### src/rtl/hilo_muldiv_sequencer.sv
// HI/LO multiply/divide sequencer: 32-step shift-add multiply and restoring divide.
// Optional MULDIV_FAST_MULT_EN routes mult/multu through a single-cycle multiplier.
module hilo_muldiv_sequencer (
  input  logic        clk,
  input  logic        reset,
  input  logic        start,
  input  logic [1:0]  op,
  input  logic [31:0] rs_val,
  input  logic [31:0] rt_val,
  input  logic        hi_we,
  input  logic        lo_we,
  input  logic [31:0] wdata,
  input  logic        mf_req,
  output logic [31:0] hi,
  output logic [31:0] lo,
  output logic        busy,
  output logic        done,
  output logic        stall
);

  typedef enum logic [1:0] {StIdle, StRun, StFin} state_e;

  state_e      state_q, state_d;
  logic [4:0]  cnt_q, cnt_d;
  logic [1:0]  op_q, op_d;
  logic        neg_q, neg_d;
  logic        rem_neg_q, rem_neg_d;
  logic        dz_q, dz_d;
  logic [31:0] rs_q, rs_d;
  logic [31:0] opb_q, opb_d;
  // Multiply: full product. Divide: [63:32] partial remainder, [31:0] dividend/quotient.
  logic [63:0] work_q, work_d;
  logic [31:0] hi_q, hi_d, lo_q, lo_d;
  logic        done_q, done_d;

  logic        signed_op;
  logic [31:0] rs_mag, rt_mag;
  logic [32:0] mul_sum;
  logic [32:0] rem_sh;
  logic        rem_ge;
  logic [31:0] rem_diff;
  logic [63:0] prod_fix;
  logic [31:0] quo_fix, rem_fix;

  assign signed_op = ~op[0];
  assign rs_mag    = (signed_op && rs_val[31]) ? (32'd0 - rs_val) : rs_val;
  assign rt_mag    = (signed_op && rt_val[31]) ? (32'd0 - rt_val) : rt_val;

  assign mul_sum  = {1'b0, work_q[63:32]} + (work_q[0] ? {1'b0, opb_q} : 33'd0);

  // A successful trial subtraction always fits in 32 bits since the remainder stays below the divisor.
  assign rem_sh   = {work_q[63:32], work_q[31]};
  assign rem_ge   = rem_sh >= {1'b0, opb_q};
  assign rem_diff = rem_sh[31:0] - opb_q;

  assign prod_fix = neg_q ? (64'd0 - work_q) : work_q;
  assign quo_fix  = neg_q ? (32'd0 - work_q[31:0]) : work_q[31:0];
  assign rem_fix  = rem_neg_q ? (32'd0 - work_q[63:32]) : work_q[63:32];

  always_comb begin
    state_d   = state_q;
    cnt_d     = cnt_q;
    op_d      = op_q;
    neg_d     = neg_q;
    rem_neg_d = rem_neg_q;
    dz_d      = dz_q;
    rs_d      = rs_q;
    opb_d     = opb_q;
    work_d    = work_q;
    hi_d      = hi_q;
    lo_d      = lo_q;
    done_d    = 1'b0;

    unique case (state_q)
      StIdle: begin
        if (start) begin
          op_d      = op;
          neg_d     = signed_op & (rs_val[31] ^ rt_val[31]);
          rem_neg_d = signed_op & rs_val[31];
          dz_d      = (rt_val == 32'd0);
          rs_d      = rs_val;
          opb_d     = op[1] ? rt_mag : rs_mag;
          work_d    = {32'd0, (op[1] ? rs_mag : rt_mag)};
          cnt_d     = 5'd0;
          state_d   = StRun;
`ifdef MULDIV_FAST_MULT_EN
          if (!op[1]) begin
            work_d  = {32'd0, rs_mag} * {32'd0, rt_mag};
            state_d = StFin;
          end
`endif
        end else begin
          if (hi_we) hi_d = wdata;
          if (lo_we) lo_d = wdata;
        end
      end
      StRun: begin
        if (op_q[1]) begin
          if (rem_ge) work_d = {rem_diff, work_q[30:0], 1'b1};
          else        work_d = {rem_sh[31:0], work_q[30:0], 1'b0};
        end else begin
          work_d = {mul_sum, work_q[31:1]};
        end
        cnt_d = cnt_q + 5'd1;
        if (cnt_q == 5'd31) state_d = StFin;
      end
      StFin: begin
        done_d  = 1'b1;
        state_d = StIdle;
        if (!op_q[1]) begin
          {hi_d, lo_d} = prod_fix;
        end else if (dz_q) begin
          hi_d = rs_q;
          lo_d = 32'hFFFF_FFFF;
        end else begin
          hi_d = rem_fix;
          lo_d = quo_fix;
        end
      end
      default: state_d = StIdle;
    endcase
  end

  always_ff @(posedge clk or posedge reset) begin
    if (reset) begin
      state_q   <= StIdle;
      cnt_q     <= 5'd0;
      op_q      <= 2'd0;
      neg_q     <= 1'b0;
      rem_neg_q <= 1'b0;
      dz_q      <= 1'b0;
      rs_q      <= 32'd0;
      opb_q     <= 32'd0;
      work_q    <= 64'd0;
      hi_q      <= 32'd0;
      lo_q      <= 32'd0;
      done_q    <= 1'b0;
    end else begin
      state_q   <= state_d;
      cnt_q     <= cnt_d;
      op_q      <= op_d;
      neg_q     <= neg_d;
      rem_neg_q <= rem_neg_d;
      dz_q      <= dz_d;
      rs_q      <= rs_d;
      opb_q     <= opb_d;
      work_q    <= work_d;
      hi_q      <= hi_d;
      lo_q      <= lo_d;
      done_q    <= done_d;
    end
  end

  assign hi    = hi_q;
  assign lo    = lo_q;
  assign busy  = (state_q != StIdle);
  assign done  = done_q;
  assign stall = busy & (start | mf_req | hi_we | lo_we);

endmodule

### config.mk
export PLATFORM = sky130hd
export DESIGN_NAME = hilo_muldiv_sequencer
export DESIGN_NICKNAME = d
export VERILOG_FILES = /design/src/rtl/hilo_muldiv_sequencer.sv
export SDC_FILE = /design/constraint.sdc
export NUM_CORES = 1
export LEC_CHECK = 0
export CAP_MARGIN = 20
export CORE_MARGIN = 10
export CORE_UTILIZATION = 36
export CTS_CLUSTER_SIZE = 10
export DETAILED_ROUTE_END_ITERATION = 7
export DONT_BUFFER_PORTS = 1
export PLACE_DENSITY = 0.62
export REMOVE_ABC_BUFFERS = 1
export SLEW_MARGIN = 20
export SYNTH_ARGS = -nofsm -noshare
export SYNTH_HDL_FRONTEND = slang
export SYNTH_SLANG_ARGS = --single-unit
### constraint.sdc
create_clock -name clk -period 7.9 [get_ports clk]
set_input_delay 1.58 -clock clk [delete_from_list [all_inputs] [get_ports clk]]
set_output_delay 1.58 -clock clk [all_outputs]
set_load 0.05 [all_outputs]
==> results.md <==
* Setup TNS at 0 ps
* Grt total ovfl at 0
* Pwr Total at ~9.0 mW
* Post-CTS sizing at 0
* Final WL at 63.6 mm
* Status: finished, final reports clean
* Switching power total at roughly 4.8 mW
* PwrDens at a little over 500 nW/um^2
* Area occupied by registers at 5110 um^2
* Router iterations before antenna repair at 5
* GRT Total Usage at 22.0%
* Port bufs at 0
* Hold buffer count at CTS at 0
* Die W at roughly 240 um
* Most common cell after layout, fill and taps aside: nand2_1
* Area of the core at 45700 um^2
* Crit Path Class: flip-flop to flip-flop
* Share of layout cells above drive strength 1 at 4.34%
* IO Count at 171
* CP max stage delay at 1030 ps
* Crit end category: flip-flop
* Worst Tran Pin Value at 1100 ps
* WP buf/inv at 1
* Post-CTS Setup Bufs at 0
* Leakage power at 7.35 nW
* Post-layout min period at 4480 ps
* Cell Chain, Critical Path: ha_1, nor2b_1, o2111ai_1, a2111oi_0, nor4b_1, nand4bb_1, a31oi_4, buf_4, mux2_2, a22oi_1, o21ai_0
* Post-synth top flop: dfrtp_1
* Final period util at 56.8%
* Clock Tree Buf Depth at 3
* Final setup violation count at 0
* # diodes at 0
* Final Core Density at 39.1%
* CP Data Arrival Time at 4880 ps
* Vias/cell at between 6 and 7
* Area Growth Syn to Fin at 6.82%
* Design area at roughly 18000 um^2
* CTS tree: yes
* Min-delay worst type: flip-flop to flip-flop
* RSZ-0062 raised after global routing: no
* Register share of total power at 32.3%
* Final hold violations at 0
* Flops & latches, synth at ~200
* Hold_ws at 479 ps
* Full die area at 55500 um^2
* Register area share after synthesis at 30.5%
* CTS Buf Count at 25
* Worst EP required at roughly 8300 ps
* Area after DPL at 17100 um^2
* Wire length per cell at 24.0 um
* Worst path top cell family by delay: compound AO/OA/AOI/OAI gates
* Largest net degree at the start of global routing at 86
* First-pass GRT wire length at 98.0 mm
* Yosys cell types at between 70 and 80
* Clock Skews at approximately 24 ps
* Clock Sinks at 204
* Clk slew on worst S/H paths at 60 ps
* Cells after Synth at 2146
* HPWL after DPL at 47.2 mm
* Worst relative slew slack at 24.7%
* Crit path max fanout at 40
* Skew-Pair Late Insertion Delay at 560 ps
* Combinational fraction of design power at 55.8%
* Number of global-route vias before repair at 15675
* Synthesized cell area at 16700 um^2
* Worst VDD drop at about 230 uV
* EDFF count, synth at 0
* Clock Power Share at 11.8%
* Post-route ant nets at 0
* H-tree depth at 1
* Synth warnings at 0
* Cell Rows at slightly below 80
* Syn Area/Cell at 7.80 um^2
* Max-Cap Viols at 0
* Max Transition Viols Final at 0
* Fill cell count at 4732
* CP startpoint kind: flip-flop
* Root buf cell: clkbuf_16
* Fraction of registers with async set/reset at between 90% and 100%
* Iter 0 DRT Violations at 1697
* # DRC at 0
* Area of the multi-input gates at 10800 um^2
* Antenna violations before repair at 1
* Layout Nets at 2219
* Vias at around 16000
* P_int at approximately 4.2 mW
* Sw Ratio at a little over half
* CP max-delay cell: a2111oi_0
* Fmax at 0.223 GHz
* Final GP Congestion at approximately 0.9
* Initial Util at between 30 and 40%
* Die height at 236 um
* Most frequent cells in the layout: nand2_1 (314), o21ai_0 (208), dfrtp_1 (202)
[worst reg2reg max path, delay by kind of cell (launching register included)]
kind,cells,cell delay (ps)
AO/OA/AOI/OAI,5,1710
AND/OR/NAND/NOR,3,790
flip-flops,1,560
buffers and inverters,1,490
multiplexers,1,410
adder cells (fa/ha/maj),1,380
[path summary, 6_finish.rpt]
path | endpoint | slack, ps | start | depth (start not counted)
min reg2reg | rs_q[21] | 480 | rs_q[21] | 2
min | rs_q[21] | 480 | rs_q[21] | 2
min in group asynchronous | lo[0] | 940 | reset | 1
max | work_q[60] | 3420 | work_q[32] | 11
max in group asynchronous | op_q[1] | 5460 | reset | 2
max reg2reg | work_q[60] | 3420 | work_q[32] | 11
[routing by layer]
layer / up-vias / routed length (um) / part of all wire (%) / GRT usage (%)
li1: 7536 / - / - / -
met1: 8029 / 26600 / 42 / 29.0
met2: 748 / 28100 / 44 / 33.6
met3: 129 / 6720 / 11 / 6.34
met4: 2 / 2260 / 3.5 / 7.50
met5: - / 18 / 0.028 / 0
[cell type report]
| class | instances | area share (%) |
|---|---|---|
| repair buffers | 25 | 1.23 |
| flip-flops and latches | 204 | 28.6 |
| inverters | 65 | 1.41 |
| clock inverters | 3 | 0.126 |
| well taps | 600 | 4.20 |
| multi-input cells | 1722 | 60.7 |
| clock buffers | 32 | 3.76 |
[per-stage QoR]
stage                     setup slack [ps]  cells
after floorplan                        753   1991
after global placement                3320   2614
after detailed placement              3270   2615
after CTS                             3400   2650
after global routing                  3140   2651
final                                 3420   2651
[synthesized netlist by cell type, types with 28 or more instances]
| cell type | n | share of area (%) |
|---|---|---|
| ha_1 | 70 | 5.2 |
| nand2_1 | 315 | 7.1 |
| xnor2_1 | 100 | 5.2 |
| o211ai_1 | 35 | 1.6 |
| inv_1 | 65 | 1.5 |
| clkbuf_1 | 131 | 2.9 |
| a21oi_1 | 150 | 4.5 |
| mux2i_1 | 58 | 3.5 |
| dfrtp_1 | 204 | 31 |
| o22ai_1 | 44 | 1.6 |
| a21o_1 | 29 | 1.3 |
| nor2_1 | 143 | 3.2 |
| a211oi_1 | 38 | 1.7 |
| nand3_1 | 47 | 1.4 |
| nand2b_1 | 28 | 1.0 |
| nor3_1 | 38 | 1.1 |
| xor2_1 | 82 | 4.3 |
| o21ai_0 | 208 | 6.2 |
[power groups by stage]
stage / Sequential, mW / Combinational, mW / Clock, mW
2_1_floorplan: 2.65 / 3.78 / 0
3_3_place_gp: 2.90 / 4.85 / 0
3_5_place_dp: 2.91 / 4.92 / 0
4_1_cts: 2.89 / 4.95 / 1.08
5_1_grt: 2.98 / 5.58 / 1.12
6_report: 2.91 / 5.02 / 1.06
[kinds of logic (layout without fill, tap and decap cells)]
group	after synthesis	count (layout)	share of synthesized area (%)
compound gates	692	692	26.0
flops	204	204	30.5
xor+xnor	182	182	9.53
fa+ha+maj	72	72	5.47
mux	64	64	3.87
buf+inv	220	125	5.03
simple gates	712	712	19.6
[flip-flops by register name, indices dropped and copies added, names as in the netlist, 2 cells and up]
signal,count
rs_q,32
work_q,64
state_q,2
lo,32
cnt_q,5
hi,32
opb_q,32
Power figures use the tool's default switching activity.
==> RTL change (config.mk and constraints unchanged) <==
Take the reset off `hi_q` and load it in a clocked block of its own.
--- a/src/rtl/hilo_muldiv_sequencer.sv
+++ b/src/rtl/hilo_muldiv_sequencer.sv
@@ -134,3 +134,2 @@
       work_q    <= 64'd0;
-      hi_q      <= 32'd0;
       lo_q      <= 32'd0;
@@ -147,3 +146,2 @@
       work_q    <= work_d;
-      hi_q      <= hi_d;
       lo_q      <= lo_d;
@@ -151,2 +149,6 @@
     end
+  end
+
+  always_ff @(posedge clk) begin
+    hi_q <= hi_d;
   end
Formal check against the unedited RTL: not equivalent (Yosys sat finds a counterexample within 4 cycles, from zero or initial values and one cycle with reset high).
==> RTL change against the original RTL <==
Wire length is 0.60% higher; sequential cell count stayed put; clock skew is 0.011 ns lower; cell area is 2.3% higher; total power is 0.86% lower; fmax is 5.6% higher; setup slack better by 0.24 ns; area after synthesis is 2.8% higher; combinational power is 5.2% higher; largest cell class unchanged; largest power group unchanged.
==> RTL change: results (changes against the original RTL) <==
Timing
  • Worst-Margin Slew: 1.083 ns (-0.01899 ns)
  • Worst Skew: 0.01322 ns (-0.01060 ns)
  • Hold slack: 0.4707 ns (-0.008248 ns)

Place
  • RePlAce Congestion: 0.9543 (+3.9%)
  • Post-DP HPWL: 47,290 µm (+0.11%)
  • Area post-placement: 17,580 µm² (+2.5%)
  • DP Worst Slack: 3.516 ns (+0.2481 ns)
  • IO buf count: 0 (unchanged)

Global routing
  • GR Util All Layers: 0.2152 (-0.004652)
  • First-pass GRT wire length: 96,230 µm (-1.8%)
  • Vias in the first global route: 15.21k (-3.0%)
  • Largest net degree at the start of global routing: 121 (+41%)

Cells and area
  • Fin cells: 2,697 (+1.7%)
  • Share of post-route cells with drive strength above 1: 0.05190 (+0.008505)

Detailed routing
  • Met2 Routed Length: 28,060 µm (about the same)
  • WL final: 64,030 µm (+0.60%)
  • DRT iter0 DRCs: 1,920 (+13%)
  • Initial DRT Pass Iterations: 7 (+2)
  • Highest routed metal layer: met4
  • Met1 wire length: 26,980 µm (+1.5%)

Logic synthesis
  • Synth cell types: 88 (+24%)
  • Sequential area share after synthesis: 0.3061 (+0.001033)
  • Post-synth EDFFs: 32 (+32)
  • Post-Syn Instances: 2,175 (+1.4%)
  • List of most frequent post-synthesis cells: nand2_1 (334), o21ai_0 (195), dfrtp_1 (172)
  • Top cells by area, synth: dfrtp_1 (25%), nand2_1 (7.3%), xnor2_1 (6.0%)
  • Async S/R FF share, synth: 0.8431 (-0.1569)

Critical path
  • Crit path arrival time: 4.68 ns (-0.20 ns)
  • Critical path's largest stage delay: 0.82 ns (-0.21 ns)
  • Reg2reg setup slack: 3.65 ns (+0.24 ns)
  • Critical Path Source: work_q[31]$_DFFE_PP0P_
  • Cells on worst reg2reg path: 13 (+2)
  • Max stage delay cell, worst path: o41ai_1

Power
  • Clock Power Share: 0.120 (+0.002)
  • Int Pwr: 4.247 mW (+0.66%)
  • Post-layout power: 8.917 mW (-0.86%)
  • Comb power: 5.28 mW (+5.2%)
  • VDD IR-drop max: 0.0003092 V (+36%)

Run status
  • Status: completed
==> RTL change: cells by family after synthesis <==
group / after synthesis / synth area share
AND/OR/NAND/NOR: 715 / 0.1942
AO/OA/AOI/OAI: 704 / 0.2626
multiplexers: 74 / 0.04401
XOR/XNOR: 173 / 0.08810
buffers and inverters: 233 / 0.05165
adder cells (fa/ha/maj): 72 / 0.05325
flip-flops: 204 / 0.3061
==> RTL change: routing by layer <==
layer,vias to the layer above,global-route usage
met4,0,0.07359
met2,767,0.3231
met1,8001,0.2910
met5,-,0
li1,7610,-
met3,128,0.05959
==> RTL change: cell type report <==
type	instances	area [µm²]
repair buffers	20	150.1
clock inverters	2	10.01
flip-flops and latches	204	5270
clock buffers	41	695.7
inverters	76	292.8
diodes	1	2.502
well taps	615	769.5
multi-input cells	1738	11100
fillers	4880	29160
